--- config.mk ---
export PLATFORM = sky130hd
export DESIGN_NAME = stopwatch_ctrl_flat
export DESIGN_NICKNAME = d
export VERILOG_FILES = /design/src/rtl/stopwatch_pkg.sv /design/src/rtl/stopwatch_ctrl_if.sv /design/src/rtl/stopwatch_ctrl_btn_edge.sv /design/src/rtl/stopwatch_ctrl.sv /design/src/flat_wrapper.sv
export SDC_FILE = /design/constraint.sdc
export NUM_CORES = 1
export LEC_CHECK = 0
export CAP_MARGIN = 10
export CORE_MARGIN = 3
export CORE_UTILIZATION = 25
export DETAILED_ROUTE_END_ITERATION = 7
export PLACE_DENSITY = 0.46
export RECOVER_POWER = 100
export SYNTH_ARGS = -nofsm -noshare
export SYNTH_HDL_FRONTEND = slang
export SYNTH_HIERARCHICAL = 1
export SYNTH_SLANG_ARGS = --single-unit
--- constraint.sdc ---
create_clock -name clk -period 5.79 [get_ports clk]
set_input_delay 1.158 -clock clk [delete_from_list [all_inputs] [get_ports clk]]
set_output_delay 1.158 -clock clk [all_outputs]
set_load 0.1 [all_outputs]
--- src/rtl/stopwatch_pkg.sv ---
// Shared definitions for the stopwatch run/pause/stop/clear sequencer.
//  - sw_state_e : FSM state encoding, visible on the debug/LED state output.
//  - sw_event_e : the single button event acted on in a cycle.
//  - pick_event : priority resolver (clear > stop > pause > start).
//  - TICK_DIV_DEFAULT / DIV_W_DEFAULT : 0.1 s step at 50 MHz.
//  - DIGIT_MAX : largest value held by one BCD digit of the chain.
package stopwatch_pkg;

    typedef enum logic [2:0] {
        ST_IDLE    = 3'd0,
        ST_RUN     = 3'd1,
        ST_PAUSED  = 3'd2,
        ST_STOPPED = 3'd3,
        ST_LAP     = 3'd4
    } sw_state_e;

    typedef enum logic [2:0] {
        EV_NONE  = 3'd0,
        EV_START = 3'd1,
        EV_PAUSE = 3'd2,
        EV_STOP  = 3'd3,
        EV_CLEAR = 3'd4
    } sw_event_e;

    localparam int          TICK_DIV_DEFAULT = 5000000;
    localparam int          DIV_W_DEFAULT    = 23;
    localparam logic [3:0]  DIGIT_MAX        = 4'd9;

    // Only the highest-priority event of a cycle survives; the rest are dropped.
    function automatic sw_event_e pick_event(input logic start_ev, input logic pause_ev,
                                             input logic stop_ev, input logic clear_ev);
        sw_event_e ev;
        ev = EV_NONE;
        if (clear_ev)      ev = EV_CLEAR;
        else if (stop_ev)  ev = EV_STOP;
        else if (pause_ev) ev = EV_PAUSE;
        else if (start_ev) ev = EV_START;
        return ev;
    endfunction

endpackage

--- src/rtl/stopwatch_ctrl_if.sv ---
// Signal bundle between the button/digit-chain side and stopwatch_ctrl.
//  master : drives button levels and max_reached, observes the control outputs.
//  slave  : the sequencer itself.
// There is no valid/ready handshake on this bundle: button inputs are plain
// debounced levels sampled every clk, tick/clr are single-cycle pulses the
// digit chain must accept unconditionally, hold/running/state are levels.
interface stopwatch_ctrl_if;
    logic       start_e;
    logic       pause_e;
    logic       stop_e;
    logic       clear_e;
    logic       max_reached;
    logic       tick;
    logic       clr;
    logic       hold;
    logic       running;
    logic [2:0] state;

    modport master (
        output start_e, pause_e, stop_e, clear_e, max_reached,
        input  tick, clr, hold, running, state
    );

    modport slave (
        input  start_e, pause_e, stop_e, clear_e, max_reached,
        output tick, clr, hold, running, state
    );
endinterface

--- src/rtl/stopwatch_ctrl_btn_edge.sv ---
// btn_edge: 1-bit rising-edge detector for a debounced button level.
//  clk     in  system clock
//  reset   in  asynchronous active-low reset
//  level_i in  debounced button level
//  rise_o  out high in the first cycle the level is seen high
// The previous-level register resets to 1 so a button already held down when
// reset is released never produces an event.
module btn_edge (
    input  logic clk,
    input  logic reset,
    input  logic level_i,
    output logic rise_o
);

    logic prev_q;

    always_ff @(posedge clk or negedge reset) begin
        if (!reset) prev_q <= 1'b1;
        else        prev_q <= level_i;
    end

    assign rise_o = level_i & ~prev_q;

endmodule

--- src/rtl/stopwatch_ctrl.sv ---
// stopwatch_ctrl: run/pause/stop/clear sequencer for the 4-digit 0.1 s stopwatch.
// Owns the 0.1 s prescaler and drives the BCD digit chain.
//  clk          in  system clock
//  reset        in  asynchronous active-low reset
//  sw.start_e   in  debounced start level     sw.tick     out one-cycle count enable
//  sw.pause_e   in  debounced pause level     sw.clr      out one-cycle digit clear
//  sw.stop_e    in  debounced stop level      sw.hold     out display keeps last value
//  sw.clear_e   in  debounced clear level     sw.running  out 1 while in RUN
//  sw.max_reached in digit chain at 9999      sw.state    out FSM state (debug/LEDs)
// Parameters: TICK_DIV (clk cycles per step, >= 2), DIV_W (2**DIV_W >= TICK_DIV).
// Optional feature macro: STOPWATCH_LAP_EN adds the LAP state (pause in RUN
// freezes the display while counting continues).
module stopwatch_ctrl
    import stopwatch_pkg::*;
#(
    parameter int TICK_DIV = TICK_DIV_DEFAULT,
    parameter int DIV_W    = DIV_W_DEFAULT
) (
    input  logic             clk,
    input  logic             reset,
    stopwatch_ctrl_if.slave  sw
);

    localparam logic [DIV_W-1:0] TERM_CNT = DIV_W'(TICK_DIV - 1);

    sw_state_e        state_q, state_d;
    logic [DIV_W-1:0] cnt_q, cnt_d;
    logic             tick_q, tick_d;
    logic             clr_q, clr_d;

    logic             start_ev, pause_ev, stop_ev, clear_ev;
    sw_event_e        ev;
    logic             counting;
    logic             term;

    btn_edge u_start_edge (.clk(clk), .reset(reset), .level_i(sw.start_e), .rise_o(start_ev));
    btn_edge u_pause_edge (.clk(clk), .reset(reset), .level_i(sw.pause_e), .rise_o(pause_ev));
    btn_edge u_stop_edge  (.clk(clk), .reset(reset), .level_i(sw.stop_e),  .rise_o(stop_ev));
    btn_edge u_clear_edge (.clk(clk), .reset(reset), .level_i(sw.clear_e), .rise_o(clear_ev));

    assign ev = pick_event(start_ev, pause_ev, stop_ev, clear_ev);

    always_ff @(posedge clk or negedge reset) begin
        if (!reset) begin
            state_q <= ST_IDLE;
            cnt_q   <= '0;
            tick_q  <= 1'b0;
            clr_q   <= 1'b0;
        end else begin
            state_q <= state_d;
            cnt_q   <= cnt_d;
            tick_q  <= tick_d;
            clr_q   <= clr_d;
        end
    end

    always_comb begin
        state_d  = state_q;
        cnt_d    = cnt_q;
        tick_d   = 1'b0;
        clr_d    = 1'b0;
        counting = (state_q == ST_RUN) || (state_q == ST_LAP);
        term     = counting && (cnt_q == TERM_CNT);

        // The prescaler advances in every counting cycle, including the one in
        // which an event is seen; PAUSED then simply freezes it, so a resume
        // continues the interrupted 0.1 s step without losing time.
        if (counting) cnt_d = term ? '0 : cnt_q + 1'b1;

        // A pending tick survives stop/pause events in the same cycle. Clear
        // suppresses it, since the digits are being zeroed and tick/clr must
        // never coincide. At 9999 the terminal count issues no tick.
        if (term && !sw.max_reached && (ev != EV_CLEAR)) tick_d = 1'b1;

        if (ev == EV_CLEAR) begin
            state_d = ST_IDLE;
            clr_d   = 1'b1;
            cnt_d   = '0;
        end else begin
            case (state_q)
                ST_IDLE: begin
                    if (ev == EV_START) begin
                        state_d = ST_RUN;
                        cnt_d   = '0;
                    end
                end
                ST_RUN: begin
                    if ((ev == EV_STOP) || (term && sw.max_reached)) begin
                        state_d = ST_STOPPED;
                    end else if (ev == EV_PAUSE) begin
`ifdef STOPWATCH_LAP_EN
                        state_d = ST_LAP;
`else
                        state_d = ST_PAUSED;
`endif
                    end
                end
                ST_PAUSED: begin
                    if ((ev == EV_START) || (ev == EV_PAUSE)) state_d = ST_RUN;
                    else if (ev == EV_STOP)                   state_d = ST_STOPPED;
                end
                ST_STOPPED: begin
                    // Restart from 0000: digits cleared as the count begins.
                    if (ev == EV_START) begin
                        state_d = ST_RUN;
                        clr_d   = 1'b1;
                        cnt_d   = '0;
                    end
                end
`ifdef STOPWATCH_LAP_EN
                ST_LAP: begin
                    if ((ev == EV_STOP) || (term && sw.max_reached)) state_d = ST_STOPPED;
                    else if (ev == EV_PAUSE)                         state_d = ST_RUN;
                end
`endif
                default: begin
                    state_d = ST_IDLE;
                    cnt_d   = '0;
                end
            endcase
        end
    end

    assign sw.tick    = tick_q;
    assign sw.clr     = clr_q;
    assign sw.running = (state_q == ST_RUN);
`ifdef STOPWATCH_LAP_EN
    assign sw.hold    = (state_q == ST_STOPPED) || (state_q == ST_LAP);
`else
    assign sw.hold    = (state_q == ST_STOPPED);
`endif
    assign sw.state   = state_q;

endmodule
--- src/flat_wrapper.sv ---
// flat-port wrapper written by rule: the top's interface ports become plain ports
module stopwatch_ctrl_flat import stopwatch_pkg::*;
#(
    parameter int TICK_DIV = TICK_DIV_DEFAULT,
    parameter int DIV_W    = DIV_W_DEFAULT
)
  (clk, reset, sw_start_e, sw_pause_e, sw_stop_e, sw_clear_e, sw_max_reached, sw_tick, sw_clr, sw_hold, sw_running, sw_state);
  stopwatch_ctrl_if sw_i ();
  input  logic clk;
  input  logic reset;
  input wire logic [$bits(sw_i.start_e)-1:0] sw_start_e;
  input wire logic [$bits(sw_i.pause_e)-1:0] sw_pause_e;
  input wire logic [$bits(sw_i.stop_e)-1:0] sw_stop_e;
  input wire logic [$bits(sw_i.clear_e)-1:0] sw_clear_e;
  input wire logic [$bits(sw_i.max_reached)-1:0] sw_max_reached;
  output wire logic [$bits(sw_i.tick)-1:0] sw_tick;
  output wire logic [$bits(sw_i.clr)-1:0] sw_clr;
  output wire logic [$bits(sw_i.hold)-1:0] sw_hold;
  output wire logic [$bits(sw_i.running)-1:0] sw_running;
  output wire logic [$bits(sw_i.state)-1:0] sw_state;
  assign sw_i.start_e = sw_start_e;
  assign sw_i.pause_e = sw_pause_e;
  assign sw_i.stop_e = sw_stop_e;
  assign sw_i.clear_e = sw_clear_e;
  assign sw_i.max_reached = sw_max_reached;
  assign sw_tick = sw_i.tick;
  assign sw_clr = sw_i.clr;
  assign sw_hold = sw_i.hold;
  assign sw_running = sw_i.running;
  assign sw_state = sw_i.state;
  stopwatch_ctrl #(.TICK_DIV(TICK_DIV), .DIV_W(DIV_W)) u_core (.clk(clk), .reset(reset), .sw(sw_i));
endmodule
==> metrics.cfg <==
[outcome]
outcome = complete, but fails checks
violations = max-capacitance violations, max-slew violations

[grt]
overflow = 0
grt_max_degree = 32
grt_pass1_vias = 1253
grt_usage_pct = 10.5
grt_pass1_wl_um = 6210
antenna_found_initial = 0

[placement]
dpl.hpwl_um = 2630
io_buffers = 12
gp_congestion = 0.711
dp_cells = 260

[clocking]
hold_buffers = 0
htree_num_levels = 2
ctsResizeCount = 0
tritoncts = yes
cts.path.max_buffers = 2
cts_setup_buffers = 0
path_clk_slew_ps = 70
cts_root_buf = clkbuf_8
clock_sinks = 31
cts_buffers = 5
clk_latency_ps = 280

[logic_synthesis]
ys_ff_latch = 31
avgSynthCellArea_um2 = 9.68
synthFlopType = dfrtp_1
ys_warn_count = 6
synthArstFlopShare_pct = 100
synth_seq_area_share_pct = 45.5
synth_top_area_cell = dfrtp_1
syn_area_um2 = 1710
ys_top_cells_by_area = dfrtp_1 39%, dfstp_2 6.1%, a21oi_1 3.8%
synth_enable_flop_cells = 0
synthTopCellsByCount = 27 x dfrtp_1, 15 x nor2_1, 13 x a21oi_1
synth.distinct_cells = 49
syn_inst = 177
synth_most_common_cell = dfrtp_1
syn_nets = 189
synth_top_area_share_pct = 39.4

[drt]
remaining_drc_errors = 0
dr.pass1.iters = 4
via_per_inst = 4.82
first_iter_violations = 80
routed-via-count = 1293
drt.antenna.violating_nets = 0
wl_per_cell_um = 14.0
drt_wl_total_um = 3770

[floorplanning]
dieWidth_um = 88.8
initial_utilization_pct = 26.4
rows = 29
dieArea_um2 = 7890
die_h_um = 88.8
ioPinCount = 14
core_um2 = 6490

[critical_path]
worstPathCellList = inv_1, ha_1, dlygate4sd3_1
crit_required_ps = 4630
critical_path.max_stage_delay_ps = 1250
rr_endpoint = u_core/cnt_q[9]
reg2reg_from = u_core/sw.state[1]
cp-end-kind = output port
arrival_ps = 2370
critPathLaunchType = register
rrSetupSlack_ps = 2890
r2r_cells = 6
worstSetupPathType = reg2out
cp_max_fo = 8
cpMaxStageDelayCell = dlygate4sd3_1

[timing]
worstMarginPinSlew_ps = 1690
finalSetupTns_ps = 0
finalHoldViolations = 0
slew_headroom_pct = -12.6
post-route-min-period_ps = 3530
fin_crit_sh_pct = 61.0
finalMaxSlewViolations = 53
rsz0062_at_grt = no
setup_viol = 0
clock_skew_ps = 7.78
fmax_mhz = 283

[power]
seqPwrFrac_pct = 38.1
p_int_mw = 0.395
pwr-share-comb_pct = 35.7
power_density_nw_per_um2 = 343
vdd_drop_max_v = 0.0000869
power.leakage_nw = 0.796
p_sw_share_pct = 41.6
p_clk_share_pct = 26.2
fin_total_pwr_mw = 0.675
switchingPower_mw = 0.281

[layout]
final_nets = 202
fillers = 689
final_cells = 268
drive_gt1_share_pct = 10.5
area_growth_pct = 14.9
antenna_cells = 0

[flow_run]
cap_violations = 2

[min_path]
hp-start = u_core/cnt_q[19]
hp-class = reg2reg
hold_end = u_core/cnt_q[19]
hold_depth = 2

[worst max path at each step]
stage	startpoint	to	slack, ps	cells after the start
2_1_floorplan	u_core/sw.state[0]	u_core/cnt_q[22]	2180	6
3_3_place_gp	u_core/sw.state[1]	sw_running	2640	3
3_5_place_dp	u_core/sw.state[1]	sw_running	2600	3
4_1_cts	u_core/sw.state[1]	sw_running	2290	3
5_1_grt	u_core/sw.state[1]	sw_running	2130	3
6_report	u_core/sw.state[1]	sw_running	2260	3
[power by group through the flow]
stage / sequential (mW) / clock [mW] / combinational, mW
finish: 0.257 / 0.177 / 0.241
global route: 0.260 / 0.196 / 0.259
CTS: 0.257 / 0.187 / 0.251
detailed placement: 0.261 / 0 / 0.251
global placement: 0.260 / 0 / 0.251
floorplan: 0.306 / 0 / 0.145
[cells in the final DEF (no fill, tap or decap), types with 4 or more instances in the layout]
| cell type | n |
|---|---|
| xnor2_1 | 6 |
| or4_1 | 5 |
| dfrtp_1 | 27 |
| dfstp_2 | 4 |
| inv_1 | 8 |
| o21ai_1 | 7 |
| dlygate4sd3_1 | 11 |
| clkbuf_8 | 6 |
| nand4_1 | 6 |
| ha_1 | 5 |
| nand2_1 | 10 |
| or3_1 | 8 |
| nor2_1 | 15 |
| a21oi_1 | 13 |
| nand3_1 | 8 |
| xor2_1 | 5 |
[kinds of logic after synthesis]
| kind of cell | Yosys count | synth area share (%) |
|---|---|---|
| AO/OA/AOI/OAI | 36 | 12.6 |
| XOR/XNOR | 11 | 5.62 |
| adder cells (fa/ha/maj) | 5 | 3.65 |
| buffers and inverters | 15 | 4.16 |
| flip-flops | 31 | 45.5 |
| other | 1 | 0.219 |
| AND/OR/NAND/NOR | 78 | 28.2 |
[critical path, delay by kind of cell, from the launching register on]
family                     cells  cell delay, ps
buffers and inverters          2            1350
DFF                            1             430
adders and majority gates      1             310
[layout make-up]
cell class              count  area (um2)  share of cell area [%]
multi-input cells         131         847                    43.0
flip-flops and latches     31         781                    39.6
repair buffers             13         124                    6.29
well taps                  77        96.3                    4.89
clock buffers               7        86.3                    4.38
inverters                   8        30.0                    1.52
clock inverters             1        5.00                   0.254
[registers in the layout, summed over array words and instances (netlist names)]
name,cells
u_core/cnt_q,23
u_core/sw.clr,1
u_core/sw.state,2
u_core/sw.tick,1
u_core/u_clear_edge/prev_q,1
u_core/u_pause_edge/prev_q,1
u_core/u_start_edge/prev_q,1
u_core/u_stop_edge/prev_q,1
[per-layer routing]
metal	routed length (um)	vias up	track usage, %
met4	83	0	5.36
met1	1840	607	13.0
met5	0	-	0
met2	1720	18	16.5
met3	123	8	3.35
li1	-	660	-
[through the flow]
stage                     util [%]  worst slack (ps)  hold WS, ps  area (um2)
after floorplan                  -              2180          513        1710
after global placement        29.3              2640          547        1900
after CTS                     30.7              2290          559        1990
final                         30.3              2260          561        1970
after detailed placement      29.3              2600          547        1900
after global routing          30.3              2130          585        1970
Note: power is estimated with default switching activity, not from simulation.
